**src/rtl/rns_pkg.sv**
```systemverilog
// Shared RNS helpers: operand/residue widths per modulus and thermometer-code conversions.
// Every channel uses these helpers, so their argument and return widths cover the largest legal modulus (64).
package rns_pkg;

  localparam int MAX_MOD   = 64;
  localparam int MAX_TC_W  = MAX_MOD - 1;
  localparam int MAX_BIN_W = $clog2(MAX_MOD);

  typedef logic [MAX_TC_W-1:0]  tc_t;
  typedef logic [MAX_BIN_W-1:0] bin_t;

  function automatic int tc_width(input int mod);
    return mod - 1;
  endfunction

  function automatic int bin_width(input int mod);
    return $clog2(mod);
  endfunction

  // A legal code is a run of ones starting at bit 0, so adding one clears every set bit.
  function automatic logic tc_is_legal(input tc_t tc);
    return (tc & (tc + tc_t'(1))) == '0;
  endfunction

  function automatic bin_t tc_to_bin(input tc_t tc);
    bin_t n;
    n = '0;
    for (int i = 0; i < MAX_TC_W; i++) n += bin_t'(tc[i]);
    return tc_is_legal(tc) ? n : '0;
  endfunction

  function automatic tc_t bin_to_tc(input bin_t bin);
    return tc_t'((64'(1) << bin) - 64'(1));
  endfunction

endpackage

```
**src/rtl/tc_mod_accumulator_if.sv**
```systemverilog
// Operand and result streams of one RNS accumulator channel.
// The master modport drives operands; the slave modport is the accumulator side.
interface tc_mod_accumulator_if #(parameter int MOD = 11);
  import rns_pkg::*;

  localparam int TC_W  = tc_width(MOD);
  localparam int BIN_W = bin_width(MOD);

  logic             in_valid;
  logic             in_ready;
  logic [TC_W-1:0]  in_tc;
  logic             in_clear;
  logic             out_valid;
  logic             out_ready;
  logic [BIN_W-1:0] out_bin;
  logic [TC_W-1:0]  out_tc;
  logic             out_err;

  modport master (
    output in_valid, in_tc, in_clear, out_ready,
    input  in_ready, out_valid, out_bin, out_tc, out_err
  );

  modport slave (
    input  in_valid, in_tc, in_clear, out_ready,
    output in_ready, out_valid, out_bin, out_tc, out_err
  );

endinterface

```
**src/rtl/tc_mod_decode.sv**
```systemverilog
// Combinational thermometer-to-binary decoder with a legality flag.
// Illegal codes decode to zero.
module tc_mod_decode
  import rns_pkg::*;
#(
  parameter int MOD = 11
) (
  input  logic [tc_width(MOD)-1:0]  tc,
  output logic [bin_width(MOD)-1:0] bin,
  output logic                      legal
);

  localparam int BIN_W = bin_width(MOD);

  assign bin   = BIN_W'(tc_to_bin(tc_t'(tc)));
  assign legal = tc_is_legal(tc_t'(tc));

endmodule

```
**src/rtl/tc_mod_accumulator.sv**
```systemverilog
// Two-stage modulo-MOD accumulator: S1 decodes a TC operand, S2 adds it to the residue and re-encodes it.
// Defining TC_MOD_ACC_ERR_CHECK_EN builds the illegal-operand flag; otherwise out_err is tied to 0.
module tc_mod_accumulator
  import rns_pkg::*;
#(
  parameter int MOD = 11
) (
  input logic                 clk,
  input logic                 rst,
  tc_mod_accumulator_if.slave bus
);

  localparam int TC_W  = tc_width(MOD);
  localparam int BIN_W = bin_width(MOD);
  localparam logic [BIN_W:0] MOD_W = (BIN_W + 1)'(MOD);

  logic [BIN_W-1:0] dec_bin;
  logic             dec_legal;

  logic             s1_valid;
  logic             s1_clr;
  logic [BIN_W-1:0] s1_val;
  logic [BIN_W-1:0] acc;
  logic             out_valid_q;
  logic [TC_W-1:0]  out_tc_q;

  logic             accept;
  logic             advance;
  logic [BIN_W:0]   sum;
  logic [BIN_W-1:0] acc_next;

  tc_mod_decode #(.MOD(MOD)) u_decode (
    .tc    (bus.in_tc),
    .bin   (dec_bin),
    .legal (dec_legal)
  );

  assign advance = s1_valid && (!out_valid_q || bus.out_ready);
  // NOTE: in_ready is gated by rst combinationally so nothing is accepted on a reset edge.
  assign bus.in_ready = !rst && (!s1_valid || advance);
  assign accept       = bus.in_valid && bus.in_ready;

  // NOTE: every always_comb output gets its value on every path, so no latch is inferred.
  always_comb begin
    sum      = (s1_clr ? '0 : {1'b0, acc}) + {1'b0, s1_val};
    acc_next = (sum >= MOD_W) ? BIN_W'(sum - MOD_W) : BIN_W'(sum);
  end

  // NOTE: state is updated with non-blocking assignments so every register samples pre-edge values.
  always_ff @(posedge clk) begin
    if (rst) begin
      s1_valid    <= 1'b0;
      s1_clr      <= 1'b0;
      s1_val      <= '0;
      acc         <= '0;
      out_valid_q <= 1'b0;
      out_tc_q    <= '0;
    end else begin
      if (accept) begin
        s1_valid <= 1'b1;
        s1_val   <= dec_bin;
        s1_clr   <= bus.in_clear;
      end else if (advance) begin
        s1_valid <= 1'b0;
      end

      if (advance) begin
        acc         <= acc_next;
        out_tc_q    <= TC_W'(bin_to_tc(bin_t'(acc_next)));
        out_valid_q <= 1'b1;
      end else if (bus.out_ready) begin
        out_valid_q <= 1'b0;
      end
    end
  end

  // The running residue is also the held result, so out_bin needs no separate register.
  assign bus.out_valid = out_valid_q;
  assign bus.out_bin   = acc;
  assign bus.out_tc    = out_tc_q;

`ifdef TC_MOD_ACC_ERR_CHECK_EN
  logic s1_err;
  logic out_err_q;

  always_ff @(posedge clk) begin
    if (rst) begin
      s1_err    <= 1'b0;
      out_err_q <= 1'b0;
    end else begin
      if (accept)  s1_err    <= !dec_legal;
      if (advance) out_err_q <= s1_err;
    end
  end

  assign bus.out_err = out_err_q;
`else
  logic legal_unused;
  assign legal_unused = dec_legal;
  assign bus.out_err  = 1'b0;
`endif

endmodule

```
**src/flat_wrapper.sv**
```systemverilog
// flat-port wrapper written by rule: the top's interface ports become plain ports
module tc_mod_accumulator_flat import rns_pkg::*;
#(
  parameter int MOD = 11
)
  (clk, rst, bus_in_valid, bus_in_tc, bus_in_clear, bus_out_ready, bus_in_ready, bus_out_valid, bus_out_bin, bus_out_tc, bus_out_err);
  tc_mod_accumulator_if #(.MOD(MOD)) bus_i ();
  input logic clk;
  input logic rst;
  input wire logic [$bits(bus_i.in_valid)-1:0] bus_in_valid;
  input wire logic [$bits(bus_i.in_tc)-1:0] bus_in_tc;
  input wire logic [$bits(bus_i.in_clear)-1:0] bus_in_clear;
  input wire logic [$bits(bus_i.out_ready)-1:0] bus_out_ready;
  output wire logic [$bits(bus_i.in_ready)-1:0] bus_in_ready;
  output wire logic [$bits(bus_i.out_valid)-1:0] bus_out_valid;
  output wire logic [$bits(bus_i.out_bin)-1:0] bus_out_bin;
  output wire logic [$bits(bus_i.out_tc)-1:0] bus_out_tc;
  output wire logic [$bits(bus_i.out_err)-1:0] bus_out_err;
  assign bus_i.in_valid = bus_in_valid;
  assign bus_i.in_tc = bus_in_tc;
  assign bus_i.in_clear = bus_in_clear;
  assign bus_i.out_ready = bus_out_ready;
  assign bus_in_ready = bus_i.in_ready;
  assign bus_out_valid = bus_i.out_valid;
  assign bus_out_bin = bus_i.out_bin;
  assign bus_out_tc = bus_i.out_tc;
  assign bus_out_err = bus_i.out_err;
  tc_mod_accumulator #(.MOD(MOD)) u_core (.clk(clk), .rst(rst), .bus(bus_i));
endmodule
```
**config.mk**
```make
export PLATFORM = sky130hd
export DESIGN_NAME = tc_mod_accumulator_flat
export DESIGN_NICKNAME = d
export VERILOG_FILES = /design/src/rtl/rns_pkg.sv /design/src/rtl/tc_mod_accumulator_if.sv /design/src/rtl/tc_mod_decode.sv /design/src/rtl/tc_mod_accumulator.sv /design/src/flat_wrapper.sv
export SDC_FILE = /design/constraint.sdc
export NUM_CORES = 1
export LEC_CHECK = 0
export CAP_MARGIN = 20
export CORE_UTILIZATION = 46
export DETAILED_ROUTE_END_ITERATION = 8
export GPL_ROUTABILITY_DRIVEN = 0
export GPL_TIMING_DRIVEN = 0
export PLACE_DENSITY = 0.84
export SYNTH_ARGS = -nofsm -noshare
export SYNTH_HDL_FRONTEND = slang
export SYNTH_HIERARCHICAL = 1
export SYNTH_SLANG_ARGS = --single-unit
```
**constraint.sdc**
```tcl
create_clock -name clk -period 8.55 [get_ports clk]
set_input_delay 0.855 -clock clk [delete_from_list [all_inputs] [get_ports clk]]
set_output_delay 0.855 -clock clk [all_outputs]
set_load 0.01 [all_outputs]
```
==> impl_metrics.csv, run 1 <==
group,metric,value,unit
finish,final_cells,281,
finish,final_net_count,268,
logic_synthesis,syn_area,0.00164,sq mm
worst_setup_path,cp_data_arrival_time,4.18,ns
drt,route.met3.wl,110,um
pwr,power.leakage,0.812,nW
clocking,holdBufCountCts,0,
global_route,grt_pass1_wl,5580,um
sta,relSlewSlack,57.7,%
sta,setup_viol,0,
finish,area_growth,23.4,%
drt,drc,0,
clocking,clock_latency,0.31,ns
drt,wl_met1,1720,um
sta,rsz0062_at_grt,"false",
drt,wl_met2,1570,um
worst_setup_path,criticalPathCategory,"flip-flop to flip-flop",
clocking,post_cts_buffers,0,
worst_setup_path,cp_slowest_cell,"fa_1",
sta,hold_ws,0.458,ns
die,ioPinCount,32,
sta,hold_viol_final,0,
die,rows,21,
die,dieWidth,61.8,um
placed_design,pre_cts_slack,4.38,ns
logic_synthesis,synthCells,201,
sta,period_share,46.2,%
global_route,antenna_found_initial,0,
sta,tightestPinTransition,0.634,ns
finish,antenna_cells,0,
logic_synthesis,syn_nets,233,
worst_setup_path,cp_max_fo,10,
logic_synthesis,syn_area_per_cell,8.18,sq um
pwr,power.total,0.253,mW
die,die_h,61.8,um
sta,fin_worst_skew,0.00880,ns
clocking,cts_resized,0,
sta,fin_ws,4.60,ns
worst_setup_path,path_cells,"nor2b_1 -> ha_1 -> fa_1 -> ha_1 -> or3_2 -> a31oi_1 -> o22a_2 -> buf_6 -> nor2_1 -> nand3_1 -> ha_1 -> clkbuf_1 -> or3b_1 -> a311oi_2",
global_route,grtUsageTotal,19.3,%
die,die_area,0.00382,sq mm
drt,ant_nets,0,
drt,viasPerCell,5.48,
clocking,htreeDepth,1,
global_route,grt.overflow.total,0,
pwr,powerDensity,125,mW/mm^2
placed_design,placed_cells,277,
drt,drt_iter0_drc,94,
drt,firstDrtPassIters,4,
global_route,grt_max_degree,13,
sta,fmax,253,MHz
clocking,cts_root_buf,"clkbuf_4",
drt,wire_per_inst,12.2,um
worst_setup_path,reg2regPathDepth,14,
logic_synthesis,synth_warnings,6,
clocking,cts_tree,"yes",
min_path,hold_depth,2,
clocking,clock_path_buffers,2,
global_route,grt_pass1_vias,1313,
placed_design,port_buffers,30,
placed_design,hpwlAfterDp,2680,um
min_path,hp-class,"flip-flop to flip-flop",
finish,drive_above_1_share,6.81,%
drt,vias,1541,
worst_setup_path,crit_top_cell,"ha_1",
worst_setup_path,cp-start-kind,"flip-flop",
sta,fin_crit,3.95,ns
flow_run,maxCapViolations,0,
drt,wl,3430,um
pwr,ir_drop,0.0000447,V
die,initial_core_util,48.5,%
clocking,clk_pin_slew,0.13,ns
drt,routed.top_layer,"met4",
clocking,clock-sinks,21,
worst_setup_path,worstPathRequired,8.79,ns
sta,finalSetupTns,0,ns
worst_setup_path,max_stage_delay,0.57,ns
die,coreArea,0.00339,sq mm
worst_setup_path,crit_path_end_kind,"flip-flop",
status,status,"finished, final reports clean",
sta,report.final.slew_viol_count,0,
clocking,cts_buffers,3,
[metal layers]
| metal | vias up | GRT usage [%] |
|---|---|---|
| met5 | - | 0 |
| met4 | 0 | 6.67 |
| met3 | 4 | 1.86 |
| met2 | 39 | 32.9 |
| met1 | 702 | 25.5 |
| li1 | 796 | - |
[power breakdown]
part	internal [mW]	total (mW)	switching, mW	leakage [nW]
Clock	0.0174	0.0489	0.0315	0.0177
Sequential	0.103	0.107	0.00351	0.172
Combinational	0.0470	0.0975	0.0505	0.622
[final cells by class]
| type | count | area [sq um] |
|---|---|---|
| buffer | 9 | 46.3 |
| clock buffer | 3 | 22.5 |
| clock inverter | 1 | 5.00 |
| fill | 308 | 1360 |
| inverter | 13 | 48.8 |
| multi-input combinational | 158 | 1130 |
| sequential | 21 | 420 |
| tap | 46 | 57.6 |
| timing repair buffer | 30 | 300 |
[path summary, 6_finish.rpt]
| kind | start | to | slack, ns |
|---|---|---|---|
| max | u_core/s1_clr | u_core/bus.out_tc[8] | 4.60 |
| min reg2reg | u_core/bus.out_tc[9] | u_core/bus.out_tc[9] | 0.46 |
| max reg2reg | u_core/s1_clr | u_core/bus.out_tc[8] | 4.60 |
| min | u_core/bus.out_tc[9] | u_core/bus.out_tc[9] | 0.46 |
[registers in the layout (all words and copies together), names as in the netlist]
register and cells:
u_core/bus.out_tc 10, u_core/s1_valid 1, u_core/bus.out_valid 1, u_core/bus.out_bin 4, u_core/s1_val 4, u_core/s1_clr 1
[layout by cell type (no fill, tap or decap), drive strengths merged, types with 6 or more instances in the layout]
| master | n |
|---|---|
| inv | 13 |
| nor2b | 8 |
| clkdlybuf4s50 | 30 |
| nor2 | 21 |
| clkbuf | 8 |
| nand3 | 11 |
| dfxtp | 21 |
| nor3 | 7 |
| ha | 10 |
| nand3b | 6 |
| nand2 | 14 |
| fa | 7 |
| a21oi | 12 |
[worst max-delay path: cells and delay by family, from the launching register on]
| kind | cells | cell delay, ns |
|---|---|---|
| fa+ha+maj | 4 | 1.25 |
| simple gates | 5 | 1.08 |
| compound gates | 3 | 0.63 |
| buf+inv | 2 | 0.46 |
| flops | 1 | 0.45 |
[per-stage QoR]
| step | util, % | cell area (sq um) |
|---|---|---|
| after floorplan | - | 1640 |
| after global placement | 59.1 | 2000 |
| after detailed placement | 59.1 | 2000 |
| after CTS | 59.9 | 2030 |
| after global routing | 59.9 | 2030 |
| final | 59.9 | 2030 |
No activity file was read; power rests on OpenSTA's default activity.
==> run 2, diff against run 1 <==
- clock period: 8.55 -> 3.7 ns (I/O delays scaled with it)
==> run 2 against run 1 <==
Die area did not move; maximum frequency grew 12%; largest power group unchanged; clock skew hardly changed; critical path type unchanged; worst setup slack worse by 4.4 ns.
==> impl_metrics.csv, run 2 (synthesized netlist as in run 1, its figures left out) <==
group,metric,value,unit
worst_setup_path,cp-start-kind,"flip-flop",
drt,firstDrtPassIters,4,
drt,drt_iter0_drc,95,
worst_setup_path,worstPathRequired,3.94,ns
finish,final_common_cell,"clkdlybuf4s50_1",
global_route,grtUsageTotal,19.4,%
finish,final_cell_mix,"clkdlybuf4s50_1 (30), nor2_1 (21), dfxtp_1 (19)",
clocking,cts_root_buf,"clkbuf_4",
finish,antenna_cells,0,
worst_setup_path,crit_path_end_kind,"flip-flop",
die,die_area,0.00382,sq mm
pwr,power.total,0.594,mW
sta,setup_viol,0,
min_path,hp-class,"flip-flop to flip-flop",
worst_setup_path,cp_data_arrival_time,3.77,ns
placed_design,hpwlAfterDp,2680,um
die,ioPinCount,32,
finish,final_util,61.0,%
die,die_h,61.8,um
worst_setup_path,cp_max_fo,10,
pwr,powerDensity,287,mW/mm^2
clocking,clk_pin_slew,0.13,ns
pwr,ir_drop,0.000105,V
finish,n_fill_cell,299,
clocking,clock_latency,0.31,ns
clocking,clock_path_buffers,2,
worst_setup_path,regToRegStartpoint,"u_core/bus.out_bin[0]",
finish,final_net_count,268,
clocking,htreeDepth,1,
die,coreArea,0.00339,sq mm
sta,fin_ws,0.171,ns
placed_design,pre_cts_slack,-0.176,ns
sta,period_share,95.4,%
worst_setup_path,startpoint,"u_core/bus.out_bin[0]",
sta,tightestPinTransition,0.574,ns
clocking,cts_buffers,3,
placed_design,port_buffers,30,
die,rows,21,
sta,fmax,283,MHz
finish,largest_reg_flops,10,
sta,hold_viol_final,0,
die,dieWidth,61.8,um
finish,area_growth,25.8,%
sta,fin_worst_skew,0.00840,ns
drt,vias,1556,
flow_run,maxCapViolations,0,
drt,drc,0,
global_route,grt.overflow.total,0,
drt,viasPerCell,5.54,
global_route,antenna_found_initial,0,
drt,wl,3510,um
worst_setup_path,criticalPathCategory,"flip-flop to flip-flop",
global_route,grt_pass1_vias,1327,
sta,fin_crit,3.53,ns
pwr,power.leakage,0.813,nW
clocking,cts_tree,"yes",
die,initial_core_util,48.5,%
drt,ant_nets,0,
min_path,hp-start,"u_core/bus.out_tc[9]",
finish,drive_above_1_share,10.6,%
sta,relSlewSlack,61.2,%
global_route,grt_max_degree,13,
status,status,"finished, final reports clean",
clocking,holdBufCountCts,0,
worst_setup_path,r2r_setup_slack,0.17,ns
drt,wire_per_inst,12.5,um
sta,report.final.slew_viol_count,0,
global_route,grt_pass1_wl,5620,um
clocking,clock-sinks,21,
==> run 2: cell types whose count changed in the layout (fill, tap and decap cells not counted) <==
cell,change
ha_1,-2
ha_4,+1
buf_4,+1
dfxtp_1,-2
fa_2,+1
ha_2,+1
fa_1,-1
a21oi_1,-2
a21oi_2,+2
xor2_2,+1
xor2_1,-1
dfxtp_2,+2
clkbuf_1,-1
==> run 2: final cells by class <==
class                   instances  area, sq um  area share (%)
clock inverters                 1         5.00           0.242
inverters                      13         48.8            2.36
well taps                      46         57.6            2.78
multi-input cells             158         1160            56.1
flip-flops and latches         21          423            20.4
plain buffers                   8         42.5            2.06
repair buffers                 31          308            14.9
clock buffers                   3         22.5            1.09
==> run 2: critical path, cell delays in order, from the launching register on <==
cell and delay (ns):
dfxtp_2 0.35, nor2b_1 0.13, ha_1 0.21, fa_2 0.42
a21o_2 0.25, a21oi_2 0.29, o31ai_1 0.15, o22a_2 0.28
buf_6 0.15, nor2_1 0.16, nand3_1 0.15, ha_4 0.24
or4_1 0.51, a31oi_1 0.18
==> run 2: final timing paths <==
path,endpoint,cells after the start
worst min register to register,u_core/bus.out_tc[9],2
worst min-delay path,u_core/bus.out_tc[9],2
worst max-delay path,u_core/bus.out_tc[4],13
worst max register to register,u_core/bus.out_tc[4],13
==> run 2: power breakdown <==
group | internal, mW | switching, mW
logic | 0.115 | 0.119
registers | 0.239 | 0.00806
clock network | 0.0404 | 0.0730
total | 0.394 | 0.200
==> run 2: through the flow <==
| stage | hold WS (ns) | setup TNS [ns] | std cells | cell area, sq um |
|---|---|---|---|---|
| 6_report | 0.458 | 0 | 281 | 2070 |
| 5_1_grt | 0.496 | -0.00364 | 281 | 2070 |
| 2_1_floorplan | 0.454 | 0 | 201 | 1640 |
| 3_3_place_gp | 0.440 | -0.202 | 277 | 2000 |
| 3_5_place_dp | 0.444 | -0.309 | 277 | 2000 |
| 4_1_cts | 0.462 | 0 | 280 | 2030 |
==> run 2: layer usage <==
| metal | up-vias | track usage [%] | part of all wire [%] |
|---|---|---|---|
| li1 | 793 | - | - |
| met1 | 713 | 25.5 | 49 |
| met2 | 43 | 33.3 | 46 |
| met3 | 7 | 1.86 | 3.1 |
| met4 | 0 | 6.67 | 1.4 |
| met5 | - | 0 | 0 |
==> run 2: what timing repair did <==
item / 4_1_cts / 5_1_grt
resized for setup: 1 / 8
pin swaps: 0 / 1
buffers inserted: 0 / 1
setup endpoints to repair: 3 / 3
gates cloned: 0 / 0
